$ cat config.mk
export PLATFORM = sky130hd
export DESIGN_NAME = mem_responder
export DESIGN_NICKNAME = d
export VERILOG_FILES = /design/src/rtl/mem_responder.sv
export SDC_FILE = /design/constraint.sdc
export NUM_CORES = 2
export LEC_CHECK = 0
export ABC_AREA = 1
export CAP_MARGIN = 25
export CORE_UTILIZATION = 60
export DETAILED_ROUTE_END_ITERATION = 8
export HOLD_SLACK_MARGIN = 0.1
export PLACE_DENSITY_LB_ADDON = 0.05
export SYNTH_ARGS = -nofsm -noshare
export SYNTH_HDL_FRONTEND = slang
export SYNTH_SLANG_ARGS = --single-unit
$ cat constraint.sdc
create_clock -name clk -period 241.7 [get_ports clk]
set_input_delay 48.34 -clock clk [delete_from_list [all_inputs] [get_ports clk]]
set_output_delay 48.34 -clock clk [all_outputs]
set_load 0.05 [all_outputs]
$ cat src/rtl/mem_responder.sv
// -----------------------------------------------------------------------------
// mem_responder
//
// Fixed-latency word memory that answers processor data requests. A request is
// taken in IDLE, held in BUSY for a programmable number of clock edges, and the
// result is presented in RESP until the processor takes it.
//
// Parameters
//   LATENCY     clock edges from request acceptance to rsp_valid rising (1..7)
//   DEPTH_LOG2  log2 of the number of 32-bit words stored
//
// Ports
//   clk         rising-edge clock
//   reset       asynchronous, active-high reset (also clears the memory)
//   req_valid   request present
//   req_we      1 = store, 0 = load
//   req_addr    byte address
//   req_wdata   store data
//   req_ready   request can be accepted this cycle (IDLE only)
//   rsp_valid   response present (RESP only)
//   rsp_ready   processor takes the response
//   rsp_rdata   load data, 0 for stores, errors and when no response
//   rsp_err     request was misaligned or out of range
//   txn_count   completed transactions, wrapping at 16 bits
// -----------------------------------------------------------------------------
module mem_responder #(
    parameter int LATENCY    = 2,
    parameter int DEPTH_LOG2 = 6
) (
    input  logic        clk,
    input  logic        reset,
    input  logic        req_valid,
    input  logic        req_we,
    input  logic [31:0] req_addr,
    input  logic [31:0] req_wdata,
    output logic        req_ready,
    output logic        rsp_valid,
    input  logic        rsp_ready,
    output logic [31:0] rsp_rdata,
    output logic        rsp_err,
    output logic [15:0] txn_count
);

    localparam int          DEPTH      = 1 << DEPTH_LOG2;
    // One bit wider than the address so the limit itself is representable.
    localparam logic [32:0] BYTE_LIMIT = 33'(DEPTH) << 2;
    localparam logic [2:0]  CNT_LOAD   = 3'(LATENCY - 1);

    localparam logic [1:0] IDLE = 2'd0;
    localparam logic [1:0] BUSY = 2'd1;
    localparam logic [1:0] RESP = 2'd2;

    logic [1:0]            state;
    logic [2:0]            cnt;
    logic                  cap_we;
    logic                  cap_err;
    logic [DEPTH_LOG2-1:0] cap_idx;
    logic [31:0]           cap_wdata;
    logic [31:0]           mem [DEPTH];

    logic req_err;
    logic accept;
    logic busy_done;
    logic do_write;

    always_comb begin
        req_err   = (req_addr[1:0] != 2'b00) || ({1'b0, req_addr} >= BYTE_LIMIT);
        accept    = (state == IDLE) && req_valid;
        busy_done = (state == BUSY) && (cnt == 3'd0);
        do_write  = busy_done && cap_we && !cap_err;
        // Gated by reset so the port reads 0 while reset is held.
        req_ready = (state == IDLE) && !reset;
    end

    // Control path: FSM, captured request, response registers, counter.
    // NOTE: sequential state uses non-blocking assignments so every register
    // samples the pre-edge values of the others, independent of statement order.
    always_ff @(posedge clk or posedge reset) begin
        if (reset) begin
            state     <= IDLE;
            cnt       <= 3'd0;
            cap_we    <= 1'b0;
            cap_err   <= 1'b0;
            cap_idx   <= '0;
            cap_wdata <= 32'd0;
            rsp_valid <= 1'b0;
            rsp_rdata <= 32'd0;
            rsp_err   <= 1'b0;
            txn_count <= 16'd0;
        end else begin
            case (state)
                IDLE: begin
                    if (accept) begin
                        cap_we    <= req_we;
                        cap_err   <= req_err;
                        cap_idx   <= req_addr[DEPTH_LOG2+1:2];
                        cap_wdata <= req_wdata;
                        cnt       <= CNT_LOAD;
                        state     <= BUSY;
                    end
                end
                BUSY: begin
                    if (cnt == 3'd0) begin
                        // mem[] here is the pre-edge content, which already
                        // includes any store of the previous transaction.
                        rsp_valid <= 1'b1;
                        rsp_err   <= cap_err;
                        rsp_rdata <= (!cap_we && !cap_err) ? mem[cap_idx] : 32'd0;
                        state     <= RESP;
                    end else begin
                        cnt <= cnt - 3'd1;
                    end
                end
                RESP: begin
                    if (rsp_ready) begin
                        rsp_valid <= 1'b0;
                        rsp_err   <= 1'b0;
                        rsp_rdata <= 32'd0;
                        txn_count <= txn_count + 16'd1;
                        state     <= IDLE;
                    end
                end
                default: state <= IDLE;
            endcase
        end
    end

    // Storage array, written once per successful store on the BUSY->RESP edge.
    // NOTE: this memory is deliberately reset word-by-word because the
    // behaviour requires reads after reset to return zero; that forces it into
    // flops rather than a RAM macro.
    always_ff @(posedge clk or posedge reset) begin
        if (reset) begin
            for (int i = 0; i < DEPTH; i++) begin
                mem[i] <= 32'd0;
            end
        end else if (do_write) begin
            mem[cap_idx] <= cap_wdata;
        end
    end

endmodule
[Word-level counts from Yosys, hierarchy flattened]
Index checks and enable logic that the tools add are counted.
Word-level totals
  bits in registers: 2143
  output and inout bits: 51
Operators by class
  add/subtract/negate cells: 2
  muxes and demuxes: 22
  reductions and logical operators: 21
  eq/ne operators: 6
  bitwise operators: 1
  $lt $le $gt $ge: 3
Operators with widths (number)
  2048-bit bitwise mux: 1
  32-bit binary-select mux with 6-bit select: 1
  32-bit demux with 6-bit select: 1
  32-bit 2-to-1 mux: 6
  32-bit case mux with 2 select lines: 1
  32-bit by 9-bit >= comparator with 1-bit output, second input constant: 1
  16-bit by 1-bit adder with 16-bit output, second input constant: 1
  3-bit AND reduction: 3
  7-bit >= comparator, second input constant: 1
  1-bit logical AND: 7
  7-bit by 1-bit < comparator with 1-bit output, second input constant: 1
  6-bit inverter with 7-bit output: 1
  2-bit 2-to-1 mux: 3
  3-bit 2-to-1 mux: 2
  2-bit inequality test, second input constant: 3
  2-bit case mux with 3 select lines: 1
  3-bit case mux with 2 select lines: 1
  2-bit nonzero test: 3
  1-bit case mux with 2 select lines: 2
  2-bit AND reduction: 2
  1-bit logical NOT: 3
  3-bit logical NOT: 1
  1-bit 2-to-1 mux: 3
  3-bit by 1-bit subtractor with 3-bit output, second input constant: 1
  other kinds (5): 5

[Depth between registers and ports, before layout]
  depth after elaboration: 7
  depth in mapped cells: 13
  mapped depth without buffers: 10

[Worst setup path before layout]
No wires, ideal clock.
  path kind: input port to output port
  from: input port reset
  to: output port req_ready
  arrival: 49.385 ns
  slack: 143.975 ns
  stages: 1
  required time: 193.360 ns
  cells stage by stage: nor3_1
On the way
  word-level cells in the longest chain between the ends: 2
RTL lines
  start, declared: line 31  | input logic reset,
  1-bit logical NOT (no source line)
  1-bit logical AND: line 72  | req_ready = (state == IDLE) && !reset;
  end, declared: line 36  | output logic req_ready,
No other way between the ends.

[Final worst setup path]
Ends and elaborated chain as after synthesis.

==> impl_metrics.yaml <==
synth:
  async_reset_ff_share_pct: 100
  synth-compound-area-share_pct: 11.6
  synth_xor_area_share_pct: 0.118
  yosysWarnings: 0
  synth_area_per_cell_um2: 7.65
  yosysSeqAreaShare_pct: 51.7
  synthCells: 13600
  synth.mux.area_fraction_pct: 0
  ys_seq_elements: 2143
  synth_area_um2: 104000
  synth_edf_count: 0
  synth-simple-area-share_pct: 24.3
  synth_top_family_by_area: "simple AND/OR/NAND/NOR gates"
  dominantRegCellSynth: "dfrtp_1"
  yosys.area_share.adder_pct: 0.0362
  synth_nets: 13600
  yosysUniqueCellTypes: 30
clock_network:
  cts_buffer_depth: 3
  postCtsSetupBuffers: 0
  cts_buffers: 220
  cts_hold_buffers: 0
  cts_root_buf: "clkbuf_16"
  cts_resized: 0
  htree_levels: 4
  cts_tree: "done"
  clkTransAtPathRegs_ns: 0.06
  clock_sinks: 2143
  clkLatencyLatePin_ns: 0.87
die:
  fp.dieW_um: 418
  initial_core_util_pct: 60.4
  die_y_um: 418
  rows: 152
  dieArea_um2: 175000
  io_pins: 120
  fp.coreArea_um2: 172000
timing:
  fmax_mhz: 10.2
  fin_ws_ns: 143.51
  fin_worst_skew_ns: 0.0281
  period_share_pct: 40.6
  final-hold-violation-count: 0
  worst_slew_pin_slew_ns: 1.16
  max-slew-margin-rel_pct: 22.7
  rsz0062_at_grt: "no"
  drv_slew: 0
  fin_tns_setup_ns: 0
  post-route-min-period_ns: 98.19
  setup_viol: 0
global_route:
  grt_pass1_wl_um: 466000
  grt_overflow: 0
  grt_use_total_pct: 34.5
  grt_pass1_vias: 80100
  antenna_found_initial: 9
  grt_max_degree: 212
setup_path:
  worstReg2RegEnd: "rsp_rdata[29]"
  startpoint: "reset"
  start_kind: "input pin"
  r2r-start: "cap_idx[0]"
  worstPathRequired_ns: 193.36
  crit_fanout: 2
  reg2reg_slack_ns: 236.06
  critPathCapture: "req_ready"
  rr_worst_depth: 13
  critPathCaptureType: "primary output"
  crit_arrival_ns: 49.85
  crit_type: "input pin to primary output"
finish:
  area.growth.synth_to_final_pct: 6.81
  postLayoutCoreUtil_pct: 64.6
  nets: 13100
  drive_above_1_share_pct: 5.45
power:
  p_leak_nw: 54.8
  ir_drop_mv: 0.0190
  pwr_density_cell_nw_per_um2: 10.4
drt:
  vias: 85200
  antenna_left: 0
  vias_per_cell: 5.49
  route.detailed.drc: 0
  drt_iter0_drc: 8859
  first_pass_iters: 6
  drt-total-wl_um: 298000
  avgRoutedWirePerCell_um: 19.2
placement:
  place_ws_ns: 143.51
  io_buffers: 119
  gp_congestion: 0.832
  post-dp-hpwl_um: 162000
outcome:
  status: "finished clean"
min_path:
  min_path_type: "flop to flop"
flow_run:
  drv_cap: 0
[state kept, by name, indices dropped and copies added (netlist names)]
signal	count
cap_err	1
cap_idx	6
cap_wdata	32
cap_we	1
cnt	3
mem	2048
rsp_err	1
rsp_rdata	32
rsp_valid	1
state	2
txn_count	16
[placed cells by master, fill, tap and decap left out, types with 63 or more instances in the layout]
cell             instances
buf_4                   93
clkbuf_16              220
clkbuf_8                63
clkdlybuf4s50_1        119
dfrtp_1               2142
inv_1                 1886
nand2_1               4768
nand2_4                 64
nand3_1                968
nor2_1                 150
o21ai_0               1248
o21ai_1               1099
or2_2                  128
[cells by family (layout without fill, tap and decap cells)]
kind of cell | Yosys count | in the layout
and+or+nand+nor | 6120 | 6120
buffers and inverters | 2908 | 2558
AOI/OAI and AO/OA | 2383 | 2383
DFF | 2143 | 2143
xor gates and xnor gates | 14 | 14
adders and majority gates | 3 | 3
other | 0 | 2
[layer usage]
| metal | wire length (um) | GRT usage [%] | share of wire [%] | vias up |
|---|---|---|---|---|
| li1 | - | - | - | 40600 |
| met1 | 129000 | 48.0 | 43 | 41100 |
| met2 | 136000 | 55.4 | 46 | 2982 |
| met3 | 22400 | 5.02 | 7.5 | 490 |
| met4 | 10400 | 12.3 | 3.5 | 4 |
| met5 | 27 | 0 | 0.0090 | - |
[critical path: stages]
cell,delay (ns)
clkdlybuf4s50_1,0.51
nor3_1,0.18
clkdlybuf4s50_1,0.82
[how the worst min path moves through the flow]
stage,from,end,slack [ns],cells past startpoint
4_1_cts,txn_count[15],txn_count[15],0.48,1
6_report,mem[1541],mem[1541],0.47,2
3_3_place_gp,mem[432],mem[432],0.46,2
5_1_grt,mem[352],mem[352],0.49,2
3_5_place_dp,mem[425],mem[425],0.46,2
2_1_floorplan,mem[416],mem[416],0.45,2
[cell type report]
class,count,area (um^2)
fill,15100,60900
multi-input combinational,8520,37500
antenna,2,5.00
inverter,1923,7240
tap,2310,2890
clock buffer,342,6590
sequential,2143,53600
clock inverter,63,724
timing repair buffer,230,2270
[through the flow]
stage          hold WS [ns]  total power (W)  cell area, um^2  cells
2_1_floorplan         0.445         0.000663           104000  13600
3_3_place_gp          0.458         0.000795           103000  15100
3_5_place_dp          0.465         0.000802           103000  15100
4_1_cts               0.478          0.00115           111000  15500
5_1_grt               0.493          0.00120           111000  15500
6_report              0.474          0.00115           111000  15500
[where the power goes]
group | leakage, nW | total [W] | switching, W | internal (W)
sequential | 29.8 | 0.000397 | 0.0000146 | 0.000382
combinational | 21.3 | 0.000408 | 0.000312 | 0.0000967
clock | 3.63 | 0.000344 | 0.000145 | 0.000200
[synth_stat cells (2+ instances only)]
cell type | number | area share [%]
a31oi_1 | 3 | 0.018
buf_1 | 49 | 0.18
buf_2 | 158 | 0.76
buf_4 | 33 | 0.24
buf_6 | 200 | 2.2
clkbuf_1 | 545 | 2.0
dfrtp_1 | 2143 | 52
ha_1 | 3 | 0.036
inv_1 | 1920 | 6.9
inv_2 | 3 | 0.011
nand2_1 | 4769 | 17
nand2_4 | 64 | 0.69
nand3_1 | 968 | 4.7
nand3_4 | 2 | 0.034
nand4_1 | 4 | 0.024
nor2_1 | 154 | 0.56
nor2_4 | 7 | 0.076
nor2_8 | 9 | 0.17
nor3_1 | 11 | 0.053
o211ai_1 | 32 | 0.23
o21ai_0 | 1248 | 6.0
o21ai_1 | 1099 | 5.3
or2_2 | 128 | 0.77
xnor2_1 | 5 | 0.042
xor2_1 | 9 | 0.076
Power figures use the tool's default switching activity.
